--- src/rtl/ask_frame_serializer.sv ---
// Purpose : frames bytes as on-off-keyed bits (preamble, start, 8 data LSB-first, [parity], stop) for the DDS ASK modulator.
// Latency : byte accepted at edge E0 -> first frame bit on o_data after E1; every bit lasts CLKS_PER_BIT clocks.
// Backpr. : one-entry holding buffer; o_ready low while it is full, source must hold i_valid until accepted.
//
// Ports:
//   i_clk, i_rst_n      clock, asynchronous active-low reset
//   i_byte, i_valid     payload byte and its valid strobe
//   o_ready             holding buffer empty (byte accepted on i_valid && o_ready)
//   o_data              registered keying bit (1 = carrier on)
//   o_busy              a frame is on the line
//   o_frame_done        one-cycle pulse after a stop bit completes
//
// Build option: define ASK_PARITY_EN to append an even-parity bit after the data bits.
module ask_frame_serializer #(
  parameter int CLKS_PER_BIT  = 1024,
  parameter int PREAMBLE_BITS = 8
) (
  input  logic       i_clk,
  input  logic       i_rst_n,
  input  logic [7:0] i_byte,
  input  logic       i_valid,
  output logic       o_ready,
  output logic       o_data,
  output logic       o_busy,
  output logic       o_frame_done
);

  localparam int CYC_W = (CLKS_PER_BIT > 1) ? $clog2(CLKS_PER_BIT) : 1;
  localparam logic [CYC_W-1:0] CYC_LAST = CYC_W'(CLKS_PER_BIT - 1);
  // With no preamble this value is never compared against, the state is unreachable.
  localparam logic [5:0] PRE_LAST = 6'(PREAMBLE_BITS - 1);

  typedef enum logic [2:0] {
    S_IDLE, S_PREAMBLE, S_START, S_DATA, S_PARITY, S_STOP
  } state_t;

  localparam state_t FIRST_STATE = (PREAMBLE_BITS > 0) ? S_PREAMBLE : S_START;

  state_t           r_state;
  logic [CYC_W-1:0] r_cyc;
  logic [5:0]       r_bit;
  logic [7:0]       r_shift;
  logic [7:0]       r_hold;
  logic             r_hold_full;
  logic             r_data;
  logic             r_done;

  state_t           w_state_nxt;
  logic [CYC_W-1:0] w_cyc_nxt;
  logic [5:0]       w_bit_nxt;
  logic [7:0]       w_shift_nxt;
  logic             w_load;
  logic             w_data_nxt;
  logic             w_done_nxt;
  logic             w_bit_end;
  logic             w_accept;

`ifdef ASK_PARITY_EN
  logic             r_par;
`endif

  assign w_bit_end = (r_cyc == CYC_LAST);
  // Buffer can only accept while empty and only loads while full, so accept and load never collide.
  assign w_accept  = i_valid & ~r_hold_full;

  assign o_ready      = ~r_hold_full;
  assign o_data       = r_data;
  assign o_busy       = (r_state != S_IDLE);
  assign o_frame_done = r_done;

  always_comb begin
    w_state_nxt = r_state;
    w_cyc_nxt   = r_cyc;
    w_bit_nxt   = r_bit;
    w_shift_nxt = r_shift;
    w_load      = 1'b0;
    w_done_nxt  = 1'b0;

    if (r_state != S_IDLE) begin
      w_cyc_nxt = w_bit_end ? '0 : r_cyc + 1'b1;
    end

    case (r_state)
      S_IDLE: begin
        if (r_hold_full) w_load = 1'b1;
      end
      S_PREAMBLE: begin
        if (w_bit_end) begin
          if (r_bit == PRE_LAST) begin
            w_state_nxt = S_START;
            w_bit_nxt   = '0;
          end else begin
            w_bit_nxt = r_bit + 6'd1;
          end
        end
      end
      S_START: begin
        if (w_bit_end) begin
          w_state_nxt = S_DATA;
          w_bit_nxt   = '0;
        end
      end
      S_DATA: begin
        if (w_bit_end) begin
          w_shift_nxt = {1'b0, r_shift[7:1]};
          if (r_bit == 6'd7) begin
`ifdef ASK_PARITY_EN
            w_state_nxt = S_PARITY;
`else
            w_state_nxt = S_STOP;
`endif
            w_bit_nxt = '0;
          end else begin
            w_bit_nxt = r_bit + 6'd1;
          end
        end
      end
`ifdef ASK_PARITY_EN
      S_PARITY: begin
        if (w_bit_end) w_state_nxt = S_STOP;
      end
`endif
      S_STOP: begin
        if (w_bit_end) begin
          w_done_nxt = 1'b1;
          // A waiting byte starts its preamble on the very next cycle: no idle gap.
          if (r_hold_full) w_load = 1'b1;
          else             w_state_nxt = S_IDLE;
        end
      end
      default: w_state_nxt = S_IDLE;
    endcase

    if (w_load) begin
      w_state_nxt = FIRST_STATE;
      w_cyc_nxt   = '0;
      w_bit_nxt   = '0;
      w_shift_nxt = r_hold;
    end

    // o_data is registered, so it is derived from where the FSM is going.
    case (w_state_nxt)
      S_PREAMBLE: w_data_nxt = ~w_bit_nxt[0];
      S_START:    w_data_nxt = 1'b1;
      S_DATA:     w_data_nxt = w_shift_nxt[0];
`ifdef ASK_PARITY_EN
      S_PARITY:   w_data_nxt = r_par;
`endif
      default:    w_data_nxt = 1'b0;
    endcase
  end

  always_ff @(posedge i_clk or negedge i_rst_n) begin
    if (!i_rst_n) begin
      r_state     <= S_IDLE;
      r_cyc       <= '0;
      r_bit       <= '0;
      r_shift     <= '0;
      r_hold      <= '0;
      r_hold_full <= 1'b0;
      r_data      <= 1'b0;
      r_done      <= 1'b0;
    end else begin
      r_state     <= w_state_nxt;
      r_cyc       <= w_cyc_nxt;
      r_bit       <= w_bit_nxt;
      r_shift     <= w_shift_nxt;
      r_data      <= w_data_nxt;
      r_done      <= w_done_nxt;
      r_hold_full <= w_accept | (r_hold_full & ~w_load);
      if (w_accept) r_hold <= i_byte;
    end
  end

`ifdef ASK_PARITY_EN
  // Even parity of the byte being loaded, sampled alongside the shifter.
  always_ff @(posedge i_clk or negedge i_rst_n) begin
    if (!i_rst_n)    r_par <= 1'b0;
    else if (w_load) r_par <= ^r_hold;
  end
`endif

endmodule
--- config.mk ---
export PLATFORM = sky130hd
export DESIGN_NAME = ask_frame_serializer
export DESIGN_NICKNAME = d
export VERILOG_FILES = /design/src/rtl/ask_frame_serializer.sv
export SDC_FILE = /design/constraint.sdc
export NUM_CORES = 1
export LEC_CHECK = 0
export ABC_AREA = 0
export CAP_MARGIN = 20
export CORE_MARGIN = 4
export CORE_UTILIZATION = 50
export DETAILED_ROUTE_END_ITERATION = 10
export PLACE_DENSITY = 0.78
export REMOVE_ABC_BUFFERS = 1
export SLEW_MARGIN = 15
export SYNTH_ARGS = -nofsm -noshare
export SYNTH_HDL_FRONTEND = slang
export SYNTH_SLANG_ARGS = --single-unit
--- constraint.sdc ---
create_clock -name i_clk -period 2.75 [get_ports i_clk]
set_input_delay 0.6875 -clock i_clk [delete_from_list [all_inputs] [get_ports i_clk]]
set_output_delay 0.6875 -clock i_clk [all_outputs]
set_load 0.02 [all_outputs]
==> summary.md, run 1 <==
| Metric | Value |
|---|---|
| Status | `finished, final reports clean` |
| Port Buffers | `14` |
| Data arrival, critical path | `approximately 1.6 ns` |
| P&R area growth vs syn | `16.11%` |
| Max Freq | `432.1 MHz` |
| Combinational share of power | `a little under a third` |
| Worst-case clock buffer depth | `2` |
| Max incr delay on CP | `around 0.46 ns` |
| Crit. path cell count | `5` |
| Met2 usage | `a little under a third` |
| Chip width | `a little under 70 microns` |
| CP max stage cell | `dfrtp_1` |
| Met1 Use GR | `23.57%` |
| CTS Buf Count | `5` |
| Total GRT Usage | `18.52%` |
| #FFs+latches synth | `38` |
| Req. time, crit path | `2.06 ns` |
| Ys Warns | `0` |
| Worst Tran Pin Value | `between 0.8 and 0.9 ns` |
| Vias | `roughly 1400` |
| Non-Filler Instances | `around 250` |
| LEAKAGE | `between 0.9 and 1 nW` |
| Post-route minimum period | `roughly 2.3 ns` |
| Hold path cells | `2` |
| Area occupied by multi-input gates | `about 850 sq um` |
| Max-Cap Viols | `0` |
| Fillers | `slightly below 300` |
| Pins Over Slew Limit | `0` |
| Final setup viols | `0` |
| Worst path top cell family by delay | `buffers and inverters` |
| Final hold violations | `0` |
| Sequential share of the synthesized area | `between 50 and 60%` |
| Switching power | `0.6463 mW` |
| ANT cells | `0` |
| Worst reg2reg path depth | `7` |
| Post-DP HPWL | `2.570 mm` |
| Die Ht | `68.94 microns` |
| Cell Pwr Density | `880.7 mW/mm^2` |
| Skew final | `0.007989 ns` |
| Number of distinct library cells after synthesis | `41` |
| Root Driver | `clkbuf_8` |
| Worst-path clk slew | `approximately 0.070 ns` |
| Setup crit start kind | `flop` |
| Placed cells | `approximately 240` |
| Floorplan row count | `21` |
| Post-DRT Antenna Nets | `0` |
| # Post-CTS Setup Buffers | `0` |
| First-pass GRT wire length | `between 6 and 7 mm` |
| CTS tree | `done` |
| Final core utilization | `62.16%` |
| Clock Power Share | `24.2%` |
| Post-Syn Instances | `roughly 180` |
| Kind of critical path | `reg2out` |
| Clock latency on the worst-skew pair | `~0.29 ns` |
| Core area | `between 0.003 and 0.004 sq mm` |
| Peak supply drop | `between 0.4 and 0.5 mV` |
| Synthesized area per cell | `10.09 sq um` |
| Area of the mapped netlist | `0.001857 sq mm` |
| Critical Path, Cell by Cell | `nor2_2 -> inv_1 -> nor2_4 -> inv_1 -> dlymetal6s2s_1` |
| Power Internal | `about 1.3 mW` |
| 1st-iter DRT viols | `72` |
| GR Util met3 | `roughly 4.4%` |
| Congestion Overflow GR | `0` |
| Buffers & Inverters on Critical Path | `3` |
| Type of the tightest min-delay check | `reg2reg` |
| Register area | `around 950 sq um` |
| Final WL | `~3.6 mm` |
| Vias in the first global route | `about 1400` |
| TNS Setup | `0 ns` |
| Die ar. | `about 0.0048 sq mm` |
| Max_slew headroom | `a little under half` |
| CP Max Fanout | `8` |
| Most frequent cell on the critical path | `inv_1` |
| Share of layout cells above drive strength 1 | `~13%` |
| Initial antenna violation count | `0` |
| Switching Fraction | `between 30% and 40%` |
| Global placer's final weighted congestion | `between 0.8 and 0.9` |
| Number of placed I/O pins | `15` |
| Post-route DRC | `0` |
| Busiest grt layer | `met2` |
| Final period utilization | `between 80 and 90%` |
| H-tree Lvls | `2` |
| Nets | `about 220` |
| Initial DRT Pass Iterations | `4` |
| CTS Sinks | `38` |
| Via density per instance | `roughly 5.5` |
| Reg power frac | `a little over two fifths` |
| RSZ-0062 raised after global routing | `false` |
| Largest net degree at the start of global routing | `39` |
| WHS | `around 0.48 ns` |
| WL per Instance | `around 14 microns` |
| Initial Utilization | `between 50% and 60%` |
| Crit. End Element | `output pin` |
## cells in the mapped netlist
cell type / instances / share of area (%)
and3_1: 2 / 0.67
nor2b_1: 2 / 0.67
mux2i_1: 2 / 1.1
or2_2: 1 / 0.34
and2_1: 1 / 0.34
nor3b_2: 1 / 0.67
nand4_1: 1 / 0.34
xnor2_1: 3 / 1.4
o31ai_1: 3 / 1.2
a22o_1: 1 / 0.47
buf_2: 2 / 0.54
o211a_1: 1 / 0.54
a32o_1: 1 / 0.54
a211o_1: 1 / 0.47
nor2_4: 1 / 0.61
nor2_1: 17 / 3.4
o41ai_1: 1 / 0.47
a22oi_1: 6 / 2.4
and4_4: 1 / 0.61
o221ai_1: 1 / 0.47
nor3b_1: 1 / 0.40
nor3_4: 1 / 0.88
or3_1: 2 / 0.67
a32oi_1: 1 / 0.47
nand3_1: 9 / 2.4
o21ai_0: 16 / 4.3
ha_1: 2 / 1.3
clkbuf_2: 2 / 0.54
mux2_2: 8 / 4.9
o22ai_1: 1 / 0.34
a21oi_1: 1 / 0.27
o21ai_1: 1 / 0.27
nor4_4: 1 / 1.1
nand2_1: 31 / 6.3
clkbuf_1: 2 / 0.40
dfrtp_1: 38 / 51
inv_1: 7 / 1.4
xor2_1: 5 / 2.4
nor4b_1: 2 / 0.94
nand4_4: 1 / 1.1
nand2b_1: 3 / 1.0
## sequential cells by signal (all words and copies together) (netlist names)
| name | count |
|---|---|
| r_state | 3 |
| o_data | 1 |
| o_frame_done | 1 |
| r_hold | 8 |
| r_hold_full | 1 |
| r_cyc | 10 |
| r_shift | 8 |
| r_bit | 6 |
## routing by layer
layer  vias to the layer above  share of wire, %
li1                        676                 -
met1                       667                44
met2                        32                50
met3                         5               4.1
met4                         0               1.7
met5                         -                 0
## stage by stage
step | instance area [sq um] | worst slack, ns | power, mW
2_1_floorplan | 1829 | 0.6070 | 1.230
3_3_place_gp | 2044 | 0.5106 | 1.406
3_5_place_dp | 2044 | 0.3874 | 1.446
4_1_cts | 2151 | 0.04254 | 1.909
5_1_grt | 2156 | 0.3013 | 2.038
6_report | 2156 | 0.4359 | 1.899
## placed cells by master (no fill, tap or decap), types with 2 or more instances in the layout
cell and instances:
mux2i_1 2, a22oi_1 6, xnor2_1 3, ha_1 2, mux2_2 8, buf_4 3
and3_1 2, nand2b_1 3, nor2_1 16, nor4b_1 2, inv_1 7, nand2_1 31
dfrtp_1 38, xor2_1 5, clkbuf_1 2, o31ai_1 3, nor2b_1 2, nand3_1 9
o21ai_0 16, clkdlybuf4s50_1 12, clkbuf_8 5, or3_1 2
## power by group through the flow
stage / logic [mW] / registers, mW / clock network, mW
2_1_floorplan: 0.413 / 0.818 / 0
3_3_place_gp: 0.575 / 0.831 / 0
3_5_place_dp: 0.606 / 0.841 / 0
4_1_cts: 0.609 / 0.834 / 0.466
5_1_grt: 0.679 / 0.860 / 0.499
6_report: 0.604 / 0.835 / 0.460
## kinds of logic after synthesis
| group | after synthesis | synth area share (%) |
|---|---|---|
| AOI/OAI and AO/OA | 35 | 12.26 |
| DFF | 38 | 51.21 |
| and+or+nand+nor | 78 | 22.57 |
| xor gates and xnor gates | 8 | 3.774 |
| buffers and inverters | 13 | 2.898 |
| muxes | 10 | 5.930 |
| adders and majority gates | 2 | 1.347 |
## repair_timing
| action | 4_1_cts | 5_1_grt |
|---|---|---|
| resized for setup | 0 | 2 |
| hold buffers | 0 | 0 |
| endpoints found under the setup margin | 0 | 1 |
## worst min-delay path, delay by kind of cell (launching register included)
family | cells | cell delay, ns
AO/OA/AOI/OAI | 1 | 0.05
AND/OR/NAND/NOR | 1 | 0.05
flip-flops | 1 | 0.34
## final cells by class
type | count | share of cell area, %
repair buffers | 17 | 7.429
well taps | 46 | 2.670
clock buffers | 7 | 3.540
clock inverters | 1 | 1.393
inverters | 7 | 1.219
flip-flops and latches | 38 | 44.11
multi-input cells | 133 | 39.64
## final timing paths
check                              to  slack [ns]  startpoint
min in group asynchronous    r_bit[5]        0.49     i_rst_n
hold reg to reg            r_shift[7]        0.48   r_hold[7]
setup reg to reg             r_bit[3]        0.53    r_cyc[0]
hold / removal             r_shift[7]        0.48   r_hold[7]
setup / recovery               o_busy        0.44  r_state[1]
max in group asynchronous    r_cyc[2]        1.74     i_rst_n
(Power assumes the default switching activity.)
==> run 2: changes to the inputs <==
==> constraint.sdc (replaced) <==
create_clock -name i_clk -period 2.3 [get_ports i_clk]
set_input_delay 0.575 -clock i_clk [delete_from_list [all_inputs] [get_ports i_clk]]
set_output_delay 0.575 -clock i_clk [all_outputs]
set_load 0.02 [all_outputs]
==> summary.md, run 2 (synthesis results as in run 1) <==
| Metric | Value |
|---|---|
| Most frequent cells in the layout | `dfrtp_1 (38), nand2_1 (31), nor2_1 (17)` |
| Vias in the first global route | `1432 (+2.7%)` |
| Core area | `0.003468 sq mm (unchanged)` |
| Worst-case clock buffer depth | `2 (unchanged)` |
| Routed length on met1 | `1.615 mm (+2.7%)` |
| Fillers | `293 (-0.68%)` |
| Max reg flops | `10 (unchanged)` |
| Final setup viols | `0 (unchanged)` |
| Post-DRT Antenna Nets | `0 (unchanged)` |
| Buffers & Inverters on Critical Path | `0 (-3)` |
| Top Registers | `r_cyc x10, r_hold x8, r_shift x8` |
| Worst path top cell family by delay | `simple AND/OR/NAND/NOR gates` |
| CP max stage cell | `dfrtp_1` |
| LEAKAGE | `1.009 nW (+3.8%)` |
| Root Driver | `clkbuf_8` |
| ANT cells | `0 (unchanged)` |
| Final WL | `3.762 mm (+4.8%)` |
| CTS Sinks | `38 (unchanged)` |
| Final period utilization | `94.64%` |
| WL per Instance | `14.58 microns (+1.2%)` |
| Post-route DRC | `0 (unchanged)` |
| Die Ht | `68.94 microns (unchanged)` |
| H-tree Lvls | `2 (unchanged)` |
| Global placer's final weighted congestion | `0.8500 (+3.3%)` |
| RSZ-0062 raised after global routing | `false` |
| Skew final | `0.007832 ns (-0.0001563 ns)` |
| Req. time, crit path | `2.48 ns (+0.42 ns)` |
| Largest Register | `r_cyc` |
| CTS tree | `done` |
| CTS Buf Count | `5 (unchanged)` |
| Setup crit start kind | `flop` |
| Highest Signal Layer | `met4` |
| Congestion Overflow GR | `0 (unchanged)` |
| Crit. End Element | `flop` |
| Post-route minimum period | `2.177 ns` |
| Worst reg2reg path depth | `7 (unchanged)` |
| Initial Utilization | `53.54% (unchanged)` |
| Vias | `1447 (+4.9%)` |
| Data arrival, critical path | `2.36 ns (+0.73 ns)` |
| Routed wl met3 | `148 microns (+0.68%)` |
| Max incr delay on CP | `0.40 ns (-0.06 ns)` |
| Reg-to-Reg End | `o_data` |
| Die ar. | `0.004753 sq mm (unchanged)` |
| Nets | `224 (+4.2%)` |
| CP startpoint | `r_cyc[0]` |
| Max_slew headroom | `46.13% (+0.72 points)` |
| P&R area growth vs syn | `19.34%` |
| Final hold violations | `0 (unchanged)` |
| CP Max Fanout | `14 (+6)` |
| Cell Pwr Density | `1006 mW/mm^2 (+14%)` |
| TNS Setup | `0 ns (unchanged)` |
| Initial DRT Pass Iterations | `4 (unchanged)` |
| Critical Path, Cell by Cell | `ha_1 -> and3_2 -> nand4_4 -> nor3b_4 -> xnor2_1 -> or3_1 -> o211a_1` |
| Met2 Wirelength | `1.884 mm (+4.3%)` |
| Number of placed I/O pins | `15 (unchanged)` |
| Worst setup path end | `o_data` |
| Initial antenna violation count | `0 (unchanged)` |
| WHS | `0.3693 ns (-0.1104 ns)` |
| Floorplan row count | `21 (unchanged)` |
| Cts-stage hold buffer count | `0 (unchanged)` |
| Status | `finished, final reports clean` |
| Max Freq | `459.4 MHz` |
| Chip width | `68.94 microns (unchanged)` |
| Post-DP HPWL | `2.655 mm (+3.3%)` |
| Clock latency on the worst-skew pair | `0.29 ns (about the same)` |
| Reg2Reg Setup Slack | `0.12 ns (-0.41 ns)` |
| Pins Over Slew Limit | `0 (unchanged)` |
| Type of the tightest min-delay check | `in2async` |
| Largest net degree at the start of global routing | `39 (unchanged)` |
| Peak supply drop | `0.6902 mV (+52%)` |
| First-pass GRT wire length | `6.499 mm (+1.6%)` |
| Most common cell after layout, fill and taps aside | `dfrtp_1` |
| Worst Tran Pin Value | `0.8080 ns (-0.01084 ns)` |
| Post-route cell area | `0.002216 sq mm (+2.8%)` |
| Crit. path cell count | `7 (+2)` |
| Max-Cap Viols | `0 (unchanged)` |
| Total GRT Usage | `18.99% (+0.47 points)` |
| Kind of critical path | `reg2reg` |
| Worst-path clk slew | `0.07 ns (about the same)` |
| 1st-iter DRT viols | `65 (-9.7%)` |
| Via density per instance | `5.609 (+1.2%)` |
| Share of layout cells above drive strength 1 | `17.92% (+5.1 points)` |
| Area after DPL | `0.002082 sq mm (+1.8%)` |
| Reg2reg start | `r_cyc[0]` |
| Port Buffers | `14 (unchanged)` |
run 2: cell count changes in the layout (fill, tap and decap cells not counted), sizes merged:
cell          delta
buf              +9
bufinv           -1
clkbuf           -1
clkinv           +1
clkinvlp         +1
dlygate4sd2      +1
dlymetal6s2s     -1
run 2: power breakdown:
part / internal (mW) / switching, mW
logic: 0.338 / 0.442
registers: 0.863 / 0.122
clock network: 0.240 / 0.223
run 2: what timing repair did:
| action | in CTS | in global routing |
|---|---|---|
| resized for setup | 1 | 3 |
| endpoints found under the setup margin | 1 | 2 |
| buffers inserted | 0 | 4 |
| pin swaps | 0 | 2 |
run 2: layout make-up:
class                      instances  area, sq um  area share [%]
clock buffer                       6        82.58           3.727
clock inverter                     2        12.51          0.5647
inverter                           7        26.28           1.186
multi-input combinational        133        862.1           38.90
sequential                        38        950.9           42.91
tap                               46        57.56           2.597
timing repair buffer              26        224.0           10.11
run 2: layer usage:
metal	vias up	GRT usage (%)
li1	695	-
met5	-	0
met3	11	4.700
met1	706	23.36
met4	0	11.68
met2	35	29.88
run 2: per-stage QoR:
step / std cells / power (mW) / worst slack (ns) / utilization, %
global route: 258 / 2.395 / 0.002588 / 63.89
floorplan: 178 / 1.471 / 0.1570 / -
CTS: 254 / 2.243 / 0.06128 / 62.73
finish: 258 / 2.228 / 0.1233 / 63.89
detailed placement: 246 / 1.780 / 0.1166 / 60.03
global placement: 246 / 1.731 / 0.2173 / 60.03
run 2: how the worst min path moves through the flow:
| stage | slack [ns] | start | to | depth (start not counted) |
|---|---|---|---|---|
| after floorplan | 0.28 | i_rst_n | o_data | 0 |
| after global placement | 0.46 | r_shift[3] | r_shift[3] | 2 |
| after detailed placement | 0.47 | r_shift[5] | r_shift[5] | 2 |
| after CTS | 0.40 | i_rst_n | r_bit[5] | 1 |
| after global routing | 0.47 | i_rst_n | r_shift[2] | 1 |
| final | 0.37 | i_rst_n | r_bit[1] | 1 |
